<file path="config.mk">
export PLATFORM = sky130hd
export DESIGN_NAME = deadlock_report_ctrl
export DESIGN_NICKNAME = d
export VERILOG_FILES = /design/src/rtl/deadlock_rpt_pkg.sv /design/src/rtl/deadlock_persist_cnt.sv /design/src/rtl/deadlock_report_ctrl.sv
export SDC_FILE = /design/constraint.sdc
export NUM_CORES = 1
export LEC_CHECK = 0
export BUFFER_PORTS_ARGS = -buffer_cell sky130_fd_sc_hd__buf_2
export CAP_MARGIN = 5
export CORE_AREA = 8 8 74 141
export DETAILED_ROUTE_END_ITERATION = 10
export DIE_AREA = 0 0 82 149
export GPL_TIMING_DRIVEN = 0
export PLACE_DENSITY = 0.79
export SKIP_LAST_GASP = 1
export SLEW_MARGIN = 20
export SYNTH_ARGS = -nofsm -noshare
export SYNTH_HDL_FRONTEND = slang
export SYNTH_SLANG_ARGS = --single-unit
</file>
<file path="constraint.sdc">
create_clock -name clock -period 3.55 [get_ports clock]
set_clock_uncertainty 0.05 [all_clocks]
set_input_delay 0.355 -clock clock [delete_from_list [all_inputs] [get_ports clock]]
set_output_delay 0.355 -clock clock [all_outputs]
set_load 0.005 [all_outputs]
</file>
<file path="src/rtl/deadlock_rpt_pkg.sv">
// Shared types, widths and the round-robin search helper for the deadlock
// report controller.
package deadlock_rpt_pkg;

    localparam int CNT_W   = 8;
    localparam int TIME_W  = 32;
    localparam int MAX_MON = 16;

    typedef enum logic {
        IDLE   = 1'b0,
        REPORT = 1'b1
    } rpt_state_e;

    // Returns {found, index} of the first set bit of req, starting at last+1
    // and wrapping inside [0, num). Bits at or above num are never looked at.
    function automatic logic [4:0] rr_first(input logic [MAX_MON-1:0] req,
                                            input int last,
                                            input int num);
        logic [4:0] res;
        int         idx;
        res = '0;
        // Walk from the farthest candidate to the nearest so the nearest
        // set bit is the one left in res.
        for (int k = MAX_MON; k >= 1; k--) begin
            if (k <= num) begin
                idx = last + k;
                if (idx >= num) begin
                    idx = idx - num;
                end
                if (req[idx[3:0]]) begin
                    res = {1'b1, idx[3:0]};
                end
            end
        end
        return res;
    endfunction

endpackage

</file>
<file path="src/rtl/deadlock_persist_cnt.sv">
// Per-monitor persistence qualifier: counts consecutive enabled blocked
// cycles and emits a single-cycle set pulse once per continuous block event.
module deadlock_persist_cnt
    import deadlock_rpt_pkg::*;
#(
    parameter int THRESH = 16
) (
    input  logic clock,
    input  logic reset_n,
    input  logic enable,
    input  logic block,
    output logic set_pulse
);

    localparam logic [CNT_W-1:0] CNT_SAT  = CNT_W'(THRESH);
    localparam logic [CNT_W-1:0] CNT_TRIG = CNT_W'(THRESH - 1);

    logic [CNT_W-1:0] cnt_q;
    logic             armed_q;

    // The pulse fires on the edge that would complete THRESH blocked cycles.
    assign set_pulse = enable && block && armed_q && (cnt_q == CNT_TRIG);

    // Saturating count while blocked; re-arm only once the block goes away.
    always_ff @(posedge clock or negedge reset_n) begin
        if (!reset_n) begin
            cnt_q   <= '0;
            armed_q <= 1'b1;
        end else if (enable && block) begin
            if (cnt_q != CNT_SAT) begin
                cnt_q <= cnt_q + CNT_W'(1);
            end
            if (set_pulse) begin
                armed_q <= 1'b0;
            end
        end else begin
            cnt_q   <= '0;
            armed_q <= 1'b1;
        end
    end

endmodule

</file>
<file path="src/rtl/deadlock_report_ctrl.sv">
// Collects persistent block events from the dataflow monitors, arbitrates
// round-robin among them and hands out one report at a time.
// Handshake: a report transfers on any rising edge where rpt_valid and
// rpt_ready are both high; rpt_idx/rpt_info/rpt_time stay stable while
// rpt_valid is high and not yet accepted, and rpt_valid never drops before
// the transfer (except by reset).
module deadlock_report_ctrl
    import deadlock_rpt_pkg::*;
#(
    parameter int NUM_MON = 2,
    parameter int INFO_W  = 9,
    parameter int THRESH  = 16,
    parameter int IDX_W   = 4
) (
    input  logic                        clock,
    input  logic                        reset_n,
    input  logic                        enable,
    input  logic [NUM_MON-1:0]          mon_block,
    input  logic [NUM_MON*INFO_W-1:0]   mon_info,
    output logic                        rpt_valid,
    input  logic                        rpt_ready,
    output logic [IDX_W-1:0]            rpt_idx,
    output logic [INFO_W-1:0]           rpt_info,
    output logic [TIME_W-1:0]           rpt_time,
    output logic [NUM_MON-1:0]          pending,
    output logic                        deadlock_irq,
    input  logic                        irq_clear,
    output rpt_state_e                  dbg_state
);

    rpt_state_e          state_q, state_d;
    logic [NUM_MON-1:0]  set_vec;
    logic [NUM_MON-1:0]  clr_vec;
    logic [IDX_W-1:0]    last_grant_q;
    logic [TIME_W-1:0]   cycle_q;
    logic [MAX_MON-1:0]  req_ext;
    logic [4:0]          rr_res;
    logic [3:0]          grant;
    logic                grant_found;
    logic [INFO_W-1:0]   grant_info;
    logic                capture;
    logic                accept;

    genvar g;
    generate
        for (g = 0; g < NUM_MON; g++) begin : g_mon
            deadlock_persist_cnt #(
                .THRESH (THRESH)
            ) u_persist (
                .clock     (clock),
                .reset_n   (reset_n),
                .enable    (enable),
                .block     (mon_block[g]),
                .set_pulse (set_vec[g])
            );
        end
    endgenerate

    assign rpt_valid = (state_q == REPORT);
    assign dbg_state = state_q;

    // Round-robin pick among pending monitors and mux out the winner's info.
    always_comb begin
        req_ext              = '0;
        req_ext[NUM_MON-1:0] = pending;
        rr_res               = rr_first(req_ext, int'(last_grant_q), NUM_MON);
        grant                = rr_res[3:0];
        grant_found          = rr_res[4];
        grant_info           = '0;
        for (int i = 0; i < NUM_MON; i++) begin
            if (grant == 4'(i)) begin
                grant_info = mon_info[i*INFO_W +: INFO_W];
            end
        end
    end

    // Report FSM next state: capture from IDLE, wait for acceptance in REPORT.
    always_comb begin
        state_d = state_q;
        capture = 1'b0;
        accept  = 1'b0;
        case (state_q)
            IDLE: begin
                if (grant_found) begin
                    capture = 1'b1;
                    state_d = REPORT;
                end
            end
            REPORT: begin
                if (rpt_ready) begin
                    accept  = 1'b1;
                    state_d = IDLE;
                end
            end
            default: state_d = IDLE;
        endcase
    end

    // Decode the pending bit retired by an accepted report.
    always_comb begin
        clr_vec = '0;
        for (int i = 0; i < NUM_MON; i++) begin
            if (accept && (rpt_idx == IDX_W'(i))) begin
                clr_vec[i] = 1'b1;
            end
        end
    end

    // FSM state register.
    always_ff @(posedge clock or negedge reset_n) begin
        if (!reset_n) begin
            state_q <= IDLE;
        end else begin
            state_q <= state_d;
        end
    end

    // Report payload capture and round-robin pointer update.
    always_ff @(posedge clock or negedge reset_n) begin
        if (!reset_n) begin
            rpt_idx      <= '0;
            rpt_info     <= '0;
            rpt_time     <= '0;
            last_grant_q <= IDX_W'(NUM_MON - 1);
        end else begin
            if (capture) begin
                rpt_idx  <= IDX_W'(grant);
                rpt_info <= grant_info;
                rpt_time <= cycle_q;
            end
            if (accept) begin
                last_grant_q <= rpt_idx;
            end
        end
    end

    // Pending set/clear; a set and a clear never target the same bit.
    always_ff @(posedge clock or negedge reset_n) begin
        if (!reset_n) begin
            pending <= '0;
        end else begin
            pending <= (pending | set_vec) & ~clr_vec;
        end
    end

    // Sticky interrupt; a new event beats a simultaneous clear.
    always_ff @(posedge clock or negedge reset_n) begin
        if (!reset_n) begin
            deadlock_irq <= 1'b0;
        end else if (|set_vec) begin
            deadlock_irq <= 1'b1;
        end else if (irq_clear) begin
            deadlock_irq <= 1'b0;
        end
    end

    // Free-running timestamp counter, wraps naturally.
    always_ff @(posedge clock or negedge reset_n) begin
        if (!reset_n) begin
            cycle_q <= '0;
        end else begin
            cycle_q <= cycle_q + TIME_W'(1);
        end
    end

endmodule

</file>
==> results of run 1 <==
==> cells in the mapped netlist (9+ instances only) <==
| cell type | number | area (um^2) |
|---|---|---|
| ha_1 | 10 | 125 |
| xor2_1 | 17 | 149 |
| xnor2_1 | 26 | 228 |
| dfrtp_1 | 100 | 2500 |
| nand2_1 | 21 | 78.8 |
| nor2_1 | 26 | 97.6 |
| nand4_1 | 13 | 81.3 |
| nor3_1 | 16 | 80.1 |
| mux2_4 | 26 | 390 |
| a221oi_1 | 9 | 78.8 |
| nand3_1 | 18 | 90.1 |
| inv_1 | 36 | 135 |
==> final timing paths <==
check / start / to / cells past startpoint
min: mon_info[8] / rpt_info[8]$_DFFE_PN0P_ / 3
max in group asynchronous: reset_n / last_grant_q[0]$_DFFE_PN1P_ / 3
max reg2reg: last_grant_q[0]$_DFFE_PN1P_ / rpt_time[6]$_DFFE_PN0P_ / 12
max: last_grant_q[0]$_DFFE_PN1P_ / rpt_time[6]$_DFFE_PN0P_ / 12
min reg2reg: cycle_q[31]$_DFF_PN0_ / cycle_q[31]$_DFF_PN0_ / 1
min in group asynchronous: reset_n / rpt_time[3]$_DFFE_PN0P_ / 2
==> cell type report <==
cell class | count | area share (%)
plain buffers | 7 | 1.22
flip-flops and latches | 103 | 45.9
clock buffers | 9 | 4.00
repair buffers | 76 | 7.36
multi-input cells | 251 | 35.4
inverters | 36 | 2.40
clock inverters | 7 | 1.56
well taps | 100 | 2.22
==> critical path, cell delays in order, from the launching register on <==
cell and delay [ps]:
dfstp_2 540, buf_2 210, inv_1 130, ha_1 410, inv_1 70, ha_1 320, nor4bb_1 140, and3_1 210
o31a_1 260, buf_6 160, nor2_8 210, buf_6 220, mux2_4 310
==> stage by stage <==
stage               area [um^2]  util (%)
global placement           5270      61.8
floorplan                  4780         -
global route               5630      66.0
detailed placement         5310      62.2
CTS                        5630      66.0
finish                     5630      66.0
==> where the power goes <==
group	total, mW	switching, mW	internal, mW
Combinational	0.589	0.296	0.292
Sequential	1.35	0.0715	1.28
Clock	1.03	0.415	0.612
==> metal layers <==
metal | vias to the layer above | global-route usage, %
met1 | 1609 | 19.0
met2 | 60 | 31.6
met4 | 0 | 6.73
met5 | - | 0
li1 | 1548 | -
met3 | 12 | 4.23
==> registers in the layout, indices dropped and copies added, names as in the netlist <==
name / flops
deadlock_irq: 1
rpt_idx: 4
cycle_q: 32
g_mon.u_persist.cnt_q: 16
rpt_time: 32
g_mon.u_persist.armed_q: 2
last_grant_q: 4
rpt_info: 9
dbg_state: 1
pending: 2
==> logic make-up (layout without fill, tap and decap cells) <==
logic type / after synthesis / in the layout / share of synthesized area [%]
flops: 103 / 103 / 54.0
xor+xnor: 43 / 43 / 7.89
compound gates: 32 / 32 / 5.58
fa+ha+maj: 10 / 10 / 2.62
simple gates: 129 / 129 / 14.9
buf+inv: 43 / 135 / 4.27
mux: 37 / 37 / 10.7
==> run summary, run 1 <==
The run finished with clean final reports. The all-layer global routing usage came out at 17.7%. The routed design has 10,100 um of wire.

Data arrives at the worst endpoint at 3550 ps. The I/O pin count came out at 75. Timing analysis after detailed placement gives a worst setup slack of 205 ps.

The routed wire length on met2 came out at 5680 um. The number of buffers on the longest clock path is 2. For this run, asynchronously set or reset flops after synthesis account for 100%. The CTS tree is built. The mean routed wirelength per cell came out at 17.2 um. The final weighted congestion in routability-driven placement is 0.910. The ratio of cells with drive above 1 in the final layout came out at 28.4%. The largest net degree at the start of global routing came out at 55. The count of placed standard cells including taps is 572. The clock transition at the registers of the reported paths is 70 ps. The worst hold slack after final layout came out at 208 ps.

The number of DRC violations after detailed-routing iteration 0 came out at 149. The most used flip-flop cell after synthesis is dfrtp_1. The number of antenna violations at the first check in global routing came to 0. The site row count came out at 48.

The power density relative to cell area is 528 mW/mm^2. The sum of net half-perimeters after detailed placement came out at 7430 um. Based on the critical path, the design can be clocked at up to 296 MHz.

The worst path uses 95.0% of the clock period. The pin slew with the least headroom to its limit came out at 751 ps. The CTS sink count came out at 103. The critical path is of the flop to flop type. The iteration count of the initial detailed-routing pass came out at 4. After detailed routing, the wire length on met1 is 3910 um. The final-report hold violation count came to 0.

The number of buffers inserted by post-CTS setup repair came out at 0. The worst hold path belongs to the class input port to flop. Summing internal, switching and leakage power gives 2.97 mW. The full die area is 0.0122 mm^2. The number of enable-type register cells in the synthesized netlist is 0. The largest driver fanout on the critical path is 10.

The count of maximum capacitance violations came out at 0. The number of DRC violations after detailed routing came out at 0. The sequential fraction of the synthesis area is 54.0%. Buffers inserted to repair hold after CTS numbered 1.

Synthesis produced 397 cells. The number of setup violations in the final report is 0. The count of instances resized after the clock tree is built is 0. The static leakage came out at 2.90 nW. The placeable core region is 0.00853 mm^2. The final critical delay including setup and external delays came out at 3370 ps. The tree is rooted in a clkbuf_16. The net count after synthesis came out at 432.

Clock latency on the worst-skew pair, taken at its later pin, is 340 ps. Setup repair after global routing left no endpoint under its margin. The total global routing overflow came out at 0. The number of nets with antenna violations after routing came out at 0.

The number of unique standard cell types used by synthesis came out at 50. The area growth from synthesis to layout is 17.8%. The count of synthesis-stage warnings from yosys is 0. Setup slack on the worst reg-to-reg path comes out at 180 ps. The highest metal layer used by the detailed router is met4.

Adding up every negative setup slack in the final design gives 0 ps. The summed instance area of the synthesized netlist came out at 0.00478 mm^2. The count of cells in the finished layout, fillers not included, comes to 589. The die is 82 um wide. The worst setup path is launched from a flop.

The net count reported at finish is 519. The initial core utilization is 56.0%. The vias per cell is 5.48. The post-layout worst setup margin came out at 176 ps. The multi-input gate area in the final layout came out at 0.00199 mm^2. Leaving out fill and tap cells, the most frequent cell in the layout is dfrtp_1. The area taken by flip-flops and latches came out at 0.00258 mm^2.

The chip height is 149 um. The CTS H-tree depth came out at 3. The required time reported for the critical path endpoint came out at 3720 ps. The normalized max-slew margin is 49.9%. The total clock buffers created by CTS came out at 9. The routed length on met3 is 386 um. The highest ir drop seen on vdd is 0.409 mV. The number of inserted diodes came out at 0. The synthesized area per cell is 12.0 um^2. The number of global-route vias before repair is 3,488. The first-pass GRT wire length came out at 16,900 um. The post-synthesis register bit count came out at 103. The number of filler cells placed in the layout came out at 668. The total count of max-transition violations in the final report came out at 0. In this run the tool buffered the top-level ports with 74 buffer cells. The worst setup path is captured at a flop. Leaving out fill and tap cells, the most frequent cells in the layout are dfrtp_1, buf_2, inv_1. The total via count in the routed design is 3,229.
No activity file was read; power rests on OpenSTA's default activity.
==> run 2: changes to the inputs <==
--- a/config.mk
+++ b/config.mk
@@ -7,13 +7,14 @@
 export LEC_CHECK = 0
 export BUFFER_PORTS_ARGS = -buffer_cell sky130_fd_sc_hd__buf_2
 export CAP_MARGIN = 5
-export CORE_AREA = 8 8 74 141
+export CORE_AREA = 8 8 74 140
 export DETAILED_ROUTE_END_ITERATION = 10
-export DIE_AREA = 0 0 82 149
+export DIE_AREA = 0 0 82 148
 export GPL_TIMING_DRIVEN = 0
-export PLACE_DENSITY = 0.79
+export PLACE_DENSITY = 0.78
 export SKIP_LAST_GASP = 1
 export SLEW_MARGIN = 20
 export SYNTH_ARGS = -nofsm -noshare
 export SYNTH_HDL_FRONTEND = slang
+export SYNTH_HIERARCHICAL = 1
 export SYNTH_SLANG_ARGS = --single-unit
==> run summary, run 2 <==
The mean routed wirelength per cell is 16.8 um (-2.3%). The final critical delay including setup and external delays is 3300 ps (-77.5 ps). The vias per cell came to 5.54 (+1.0%).

The full die area came out at 0.0121 mm^2 (-0.67%). The static leakage came out at 2.72 nW (-6.1%). For this run, the leading register cell type out of synthesis is dfrtp_1.

The number of filler cells placed in the layout is 663 (-0.75%). The post-synthesis register bit count was 103 (unchanged). The horizontal extent of the die came out at 82 um (unchanged). By count the netlist is led by dfrtp_1, mux2_2, xnor2_1, nand2_1, nor2_1. In the final layout, the registers with the most flip-flops are cycle_q x32, rpt_time x32, g_mon.u_persist/cnt_q x16. The site row count came to 48 (unchanged). The final weighted congestion in routability-driven placement came out at 0.769 (-16%). The final sum of negative setup slack came out at 0 ps (unchanged). The total clock buffers created by CTS is 9 (unchanged). The number of enable-type register cells in the synthesized netlist came to 0 (unchanged).

The total global routing overflow is 0 (unchanged). The synthesized area per cell came out at 11.9 um^2 (-0.82%). The worst slack after detailed placement is 155 ps (-49.9 ps).

The total count of max-transition violations in the final report came out at 0 (unchanged). The tightest min-delay check is of the input port to flop type. The final-report hold violation count came out at 0 (unchanged). After synthesis, the cell types taking the most area are dfrtp_1, mux2_2, xnor2_1, ha_1, a21oi_1. Among all stages on the critical path, the largest delay is contributed by dfstp_2. The net count after synthesis came out at 425 (-1.6%). The chip height is 148 um (-0.67%). The type of element launching the critical path is a flop. In this design, the largest share of critical-path delay is due to compound AO/OA/AOI/OAI gates. From synthesis to final layout, the design area changed by 18.0%.

The placeable core region was 0.00853 mm^2 (unchanged). The number of buffer and inverter stages on the critical path is 3 (-2). The count of synthesis-stage warnings from yosys came to 6 (+6). The library cells used most frequently in the layout, excluding fill and tap cells, are dfrtp_1, buf_2, mux2_2.

The number of cells produced by synthesis is 390 (-1.8%). The share of async-settable or async-resettable flops after synthesis came out at 100% (unchanged). The number of DRC violations after detailed routing is 0 (unchanged). The library cell used most frequently in the layout, excluding fill and tap cells, is dfrtp_1. The power density relative to cell area was 401 mW/mm^2 (-24%). The number of buffers added on ports was 74 (unchanged). The net count reported at finish is 513 (-1.2%). The all-layer global routing usage came out at 17.1% (-0.61 points). The highest cell delay on the worst timing path came to 620 ps (+80 ps). The iteration count of the initial detailed-routing pass is 4 (unchanged). The clock network latency to the later pin of the worst-skew pair is 340 ps (about the same). The sequential fraction of the synthesis area came to 55.5% (+1.4 points). The clock transition at the registers of the reported paths was 70 ps (about the same). Setup repair after global routing left no endpoint under its margin. The area share of the leading cell type in the synthesized netlist came out at 53.8% (+1.4 points). The number of buffers on the longest clock path came to 2 (unchanged).

The period utilization is 92.9% (-2.2 points). The core utilization of the finished layout came out at 64.4% (-1.6 points). The peak clock frequency supported by timing is 303 MHz (+2.4%). The I/O pin count is 75 (unchanged). The number of unique standard cell types used by synthesis came out at 48 (-4.0%). The number of global-route vias before repair came to 3,518 (+0.86%). The number of setup violations in the final report is 0 (unchanged). The data arrival time at the worst-slack endpoint is 3470 ps (-80 ps). The flow ran to the end, and the final reports show no timing, DRC or antenna violations. The pin slew with the least headroom to its limit came to 556 ps (-195 ps).

The root buffer cell chosen for the clock tree is clkbuf_16. STA classifies the critical path endpoint as a flop. The synthesized design spends more area on one cell type than any other, namely dfrtp_1. The largest driver fanout on the critical path came out at 10 (unchanged).

The CTS H-tree depth was 3 (unchanged). The count of maximum capacitance violations is 0 (unchanged). The ratio of cells with drive above 1 in the final layout came out at 29.6% (+1.2 points). The summed instance area of the synthesized netlist came out at 0.00465 mm^2 (-2.6%).

The worst hold slack after final layout came out at 178 ps (-30.3 ps). The first-pass GRT wire length is 16,300 um (-3.2%). The sum of net half-perimeters after detailed placement came out at 7380 um (-0.71%). The signal on the critical path passes through inv_1 -> ha_1 -> inv_1 -> ha_1 -> or3b_1 -> a2111oi_4 -> o31ai_2 -> a21oi_4 -> buf_6 -> mux2_2. The number of DRC violations after detailed-routing iteration 0 is 109 (-27%). TritonCTS built the clock tree. The highest ir drop seen on vdd came to 0.342 mV (-16%). The initial core utilization came out at 54.6% (-1.4 points).

The most common cell in the synthesized netlist is dfrtp_1. The total wirelength of the detailed-routed design came out at 9810 um (-3.3%). The CTS sink count is 103 (unchanged). The largest net degree at the start of global routing is 57 (+3.6%). The normalized max-slew margin is 62.6% (+13 points). The required time reported for the critical path endpoint is 3720 ps (about the same).

The total via count in the routed design came out at 3,228 (-0.031%). The number of nets with antenna violations after routing is 0 (unchanged). The post-layout worst setup margin came out at 254 ps (+77.5 ps). The number of antenna violations at the first check in global routing was 0 (unchanged). The critical path is of the flop to flop type. The number of inserted diodes is 0 (unchanged).
==> run 2: logic make-up (layout without fill, tap and decap cells) <==
| group | after synthesis | in the layout | synth area share, % |
|---|---|---|---|
| XOR/XNOR | 35 | 35 | 6.59 |
| buffers and inverters | 29 | 122 | 3.09 |
| AND/OR/NAND/NOR | 117 | 117 | 13.6 |
| multiplexers | 45 | 45 | 10.6 |
| flip-flops | 103 | 103 | 55.5 |
| adder cells (fa/ha/maj) | 10 | 10 | 2.69 |
| AO/OA/AOI/OAI | 51 | 51 | 7.99 |
==> run 2: report_power, final <==
group | total, mW | leakage, nW | switching (mW) | internal, mW
Sequential | 1.18 | 1.37 | 0.00558 | 1.18
Combinational | 0.0678 | 1.21 | 0.0414 | 0.0264
Clock | 0.948 | 0.143 | 0.429 | 0.519
Total | 2.20 | 2.72 | 0.476 | 1.72
==> run 2: per-stage QoR <==
stage | instances | area, um^2 | total power [mW]
6_report | 583 | 5490 | 2.20
2_1_floorplan | 390 | 4650 | 1.23
3_5_place_dp | 565 | 5180 | 1.28
3_3_place_gp | 564 | 5150 | 1.27
5_1_grt | 583 | 5490 | 2.28
4_1_cts | 582 | 5480 | 2.22
==> run 2: final cells by class <==
class / count / area (um^2) / share of cell area (%)
clock inverters: 5 / 38.8 / 0.706
flip-flops and latches: 103 / 2580 / 47.0
plain buffers: 11 / 76.3 / 1.39
clock buffers: 11 / 253 / 4.60
inverters: 18 / 67.6 / 1.23
well taps: 100 / 125 / 2.28
multi-input cells: 258 / 1930 / 35.1
repair buffers: 77 / 422 / 7.68
==> run 2: worst reg2reg max path, stage by stage, from the launching register on <==
cell	delay, ps
dfstp_2	620
inv_1	90
ha_1	350
inv_1	80
ha_1	190
or3b_1	400
a2111oi_4	410
o31ai_2	130
a21oi_4	300
buf_6	210
mux2_2	350
==> run 2: layer usage <==
layer / track usage (%) / vias to the layer above / share of wire (%)
li1: - / 1551 / -
met1: 17.9 / 1596 / 38
met2: 31.2 / 72 / 55
met3: 3.16 / 9 / 5.6
met4: 7.08 / 0 / 1.7
met5: 0 / - / 0
==> run 2: path summary, 6_finish.rpt <==
kind,from,cells after the start,to,slack [ps]
setup / recovery,last_grant_q[0]$_DFFE_PN1P_,10,rpt_time[20]$_DFFE_PN0P_,250
min in group asynchronous,reset_n,2,rpt_info[4]$_DFFE_PN0P_,470
setup reg to reg,last_grant_q[0]$_DFFE_PN1P_,10,rpt_time[20]$_DFFE_PN0P_,250
hold reg to reg,rpt_time[30]$_DFFE_PN0P_,1,rpt_time[30]$_DFFE_PN0P_,430
hold / removal,irq_clear,2,deadlock_irq$_DFFE_PN0P_,180
max in group asynchronous,reset_n,3,cycle_q[13]$_DFF_PN0_,2370
==> run 2: timing repair <==
action                                  in CTS  in global routing
resized for setup                            0                  0
endpoints found under the setup margin       0                 23
buffers inserted                             0                  1
hold buffers                                 1                  0
hold endpoints to repair                    44                  0
==> run 3: changes to the inputs <==
--- a/config.mk
+++ b/config.mk
@@ -7,11 +7,13 @@
 export LEC_CHECK = 0
 export BUFFER_PORTS_ARGS = -buffer_cell sky130_fd_sc_hd__buf_2
 export CAP_MARGIN = 5
-export CORE_AREA = 8 8 74 140
+export CORE_AREA = 8 8 71 135
 export DETAILED_ROUTE_END_ITERATION = 10
-export DIE_AREA = 0 0 82 148
+export DIE_AREA = 0 0 79 143
 export GPL_TIMING_DRIVEN = 0
-export PLACE_DENSITY = 0.78
+export PLACE_DENSITY = 0.83
+export RECOVER_POWER = 25
+export REMOVE_ABC_BUFFERS = 1
 export SKIP_LAST_GASP = 1
 export SLEW_MARGIN = 20
 export SYNTH_ARGS = -nofsm -noshare
==> constraint.sdc (replaced) <==
create_clock -name clock -period 3.9 [get_ports clock]
set_clock_uncertainty 0.05 [all_clocks]
set_input_delay 0.39 -clock clock [delete_from_list [all_inputs] [get_ports clock]]
set_output_delay 0.39 -clock clock [all_outputs]
set_load 0.005 [all_outputs]
==> run summary, run 3 (synthesis gave the netlist of run 2 again) <==
STA classifies the critical path endpoint as a flop. The number of global-route vias before repair came out at 3,186 (-9.4%). The period utilization came to 87.6% (-5.3 points). The type of the most critical hold path is input port to flop. The post-layout worst setup margin came out at 483 ps (+230 ps). The net count reported at finish is 503 (-1.9%). The number of setup violations in the final report is 0 (unchanged). The final weighted congestion in routability-driven placement is 0.801 (+4.2%). The combinational fraction of design power is 2.8% (-0.3 points). The worst slack after detailed placement came out at 489 ps (+334 ps). The largest registers in the layout are cycle_q x32, rpt_time x32, g_mon.u_persist/cnt_q x16.

In this run the most critical hold path is launched from irq_clear. The number of inserted diodes came out at 0 (unchanged). The minimum setup slack among reg-to-reg paths came out at 480 ps (+230 ps). The number of DRC violations after detailed routing came out at 0 (unchanged). The number of buffers on the longest clock path is 2 (unchanged). The synthesis-to-layout area growth came out at 17.1%. The largest driver fanout on the critical path is 27 (+17). The number of buffers inserted for hold repair after clock tree synthesis is 1 (unchanged). The final-report hold violation count is 0 (unchanged). The overall power came out at 2.04 mW (-7.4%). The portion of total power attributed to sequential cells is 52.9% (-0.9 points). The all-layer global routing usage came to 16.7% (-0.34 points). The site row count came out at 46 (-4.2%). Setup repair after global routing left no endpoint under its margin. The net load switching power is 0.425 mW (-11%). The library cells used most frequently in the layout, excluding fill and tap cells, are dfrtp_1, buf_2, mux2_2. The number of cells on the worst reg-to-reg path came out at 10 (unchanged). The number of buffers inserted by post-CTS setup repair came out at 0 (unchanged).

The checks that failed: max-capacitance violations, max-slew violations. The vias per cell came out at 5.56 (+0.40%). The CTS H-tree depth came to 3 (unchanged). The initial core utilization came out at 59.4% (+4.9 points). The chip height is 143 um (-3.4%).

In this design, the largest share of critical-path delay is due to compound AO/OA/AOI/OAI gates. The setup path with the least slack is of type flop to flop. The count of maximum capacitance violations came out at 1 (+1). The multi-input gate area in the final layout was 0.00193 mm^2 (+0.19%).

The number of cells on the worst hold path came out at 2 (unchanged). The total clock buffers created by CTS is 9 (unchanged). The number of buffers added on ports is 74 (unchanged). The first-pass GRT wire length is 15,200 um (-6.7%). The number of filler cells placed in the layout came out at 613 (-7.5%). The highest ir drop seen on vdd was 0.299 mV (-12%). The slowest stage cell on the critical path is dfstp_2.

The highest cell delay on the worst timing path is 620 ps (about the same). The master cell of the clock root buffer is clkbuf_16. The iteration count of the initial detailed-routing pass came out at 4 (unchanged). The final critical delay including setup and external delays is 3420 ps (+120 ps). The static leakage came to 2.69 nW (-1.4%). The clock share of power came out at 44.3% (+1.2 points). The endpoint identified for the worst register-to-register timing path is rpt_time[19]$_DFFE_PN0P_.

The total wirelength of the detailed-routed design was 8880 um (-9.4%). The I/O pin count is 75 (unchanged). The required time reported for the critical path endpoint came out at 4080 ps (+360 ps). The CTS sink count is 103 (unchanged). The flow ran to the end, but the final reports show violations. The mean routed wirelength per cell came out at 15.6 um (-7.2%). The number of nets with antenna violations after routing is 0 (unchanged). The full die area was 0.0113 mm^2 (-6.9%).

The most common cell after layout, fill and taps aside is dfrtp_1. The placeable core region was 0.00783 mm^2 (-8.2%). The peak clock frequency supported by timing came out at 293 MHz (-3.5%). The horizontal extent of the die came out at 79 um (-3.7%). The clock transition at the registers of the reported paths is 70 ps (about the same).

The destination of the worst hold path is deadlock_irq$_DFFE_PN0P_. The type of element launching the critical path is a flop. The pin slew with the least headroom to its limit is 1980 ps (+1420 ps). The number of antenna violations at the first check in global routing came to 0 (unchanged).

The internal power summed over all cells came out at 1.61 mW (-6.5%). The area taken by flip-flops and latches is 0.00258 mm^2 (unchanged). The number of DRC violations after detailed-routing iteration 0 came out at 120 (+10%). In this run the critical register-to-register path is launched from last_grant_q[0]$_DFFE_PN1P_. The normalized max-slew margin came to -32.0% (-95 points). TritonCTS built the clock tree. The count of instances resized after the clock tree is built is 0 (unchanged). The total count of max-transition violations in the final report is 40 (+40).

The total via count in the routed design is 3,163 (-2.0%). The data arrival time at the worst-slack endpoint came out at 3590 ps (+120 ps). The ratio of cells with drive above 1 in the final layout is 28.5% (-1.1 points). The power density relative to cell area is 374 mW/mm^2 (-6.6%). The number of buffer and inverter stages on the critical path is 3 (unchanged). The clock network latency to the later pin of the worst-skew pair was 340 ps (about the same). The critical path goes through inv_1 -> ha_1 -> inv_1 -> ha_1 -> or3b_1 -> a2111oi_4 -> o31ai_2 -> a21oi_4 -> buf_16 -> mux2_2. The total global routing overflow is 0 (unchanged).

The largest net degree at the start of global routing came to 66 (+16%). The switching part of the total came out at 20.9% (-0.76 points). The sum of net half-perimeters after detailed placement is 6460 um (-12%).
## run 3: worst max path at each step
| stage | startpoint | to | slack, ps | cells past startpoint |
|---|---|---|---|---|
| 5_1_grt | reset_n | g_mon[1].u_persist/cnt_q[7]$_DFFE_PN0P_ | 190 | 3 |
| 6_report | last_grant_q[0]$_DFFE_PN1P_ | rpt_time[19]$_DFFE_PN0P_ | 480 | 10 |
| 2_1_floorplan | last_grant_q[0]$_DFFE_PN1P_ | rpt_time[0]$_DFFE_PN0P_ | 360 | 9 |
| 4_1_cts | last_grant_q[0]$_DFFE_PN1P_ | rpt_time[19]$_DFFE_PN0P_ | 470 | 10 |
| 3_3_place_gp | last_grant_q[0]$_DFFE_PN1P_ | rpt_time[7]$_DFFE_PN0P_ | -100 | 9 |
| 3_5_place_dp | last_grant_q[0]$_DFFE_PN1P_ | rpt_time[19]$_DFFE_PN0P_ | 490 | 10 |
## run 3: routing by layer
layer / global-route usage (%) / wire length [um] / vias to the layer above
li1: - / - / 1535
met1: 21.4 / 3870 / 1539
met2: 25.5 / 4280 / 75
met3: 5.86 / 596 / 14
met4: 5.80 / 135 / 0
met5: 0 / 0 / -
## run 3: power groups by stage
stage	Combinational (mW)	Clock [mW]	Sequential, mW
after floorplan	0.0158	0	1.10
after global placement	0.0558	0	1.10
after detailed placement	0.0623	0	1.10
after CTS	0.0630	0.932	1.08
after global routing	0.0668	0.969	1.08
final	0.0567	0.903	1.08
## run 3: layout make-up
| cell class | count | share of cell area, % |
|---|---|---|
| clock buffers | 10 | 4.39 |
| multi-input cells | 258 | 35.5 |
| flip-flops and latches | 103 | 47.4 |
| clock inverters | 6 | 1.24 |
| inverters | 18 | 1.24 |
| repair buffers | 78 | 8.11 |
| well taps | 96 | 2.20 |
## run 3: through the flow
stage,std cells,area [um^2],util (%),hold WS (ps),setup TNS [ps]
2_1_floorplan,379,4580,-,44.4,0
3_3_place_gp,549,5070,64.7,407,-2710
3_5_place_dp,552,5160,65.9,268,0
4_1_cts,569,5480,70.0,166,0
5_1_grt,569,5450,69.6,174,0
6_report,569,5450,69.6,179,0
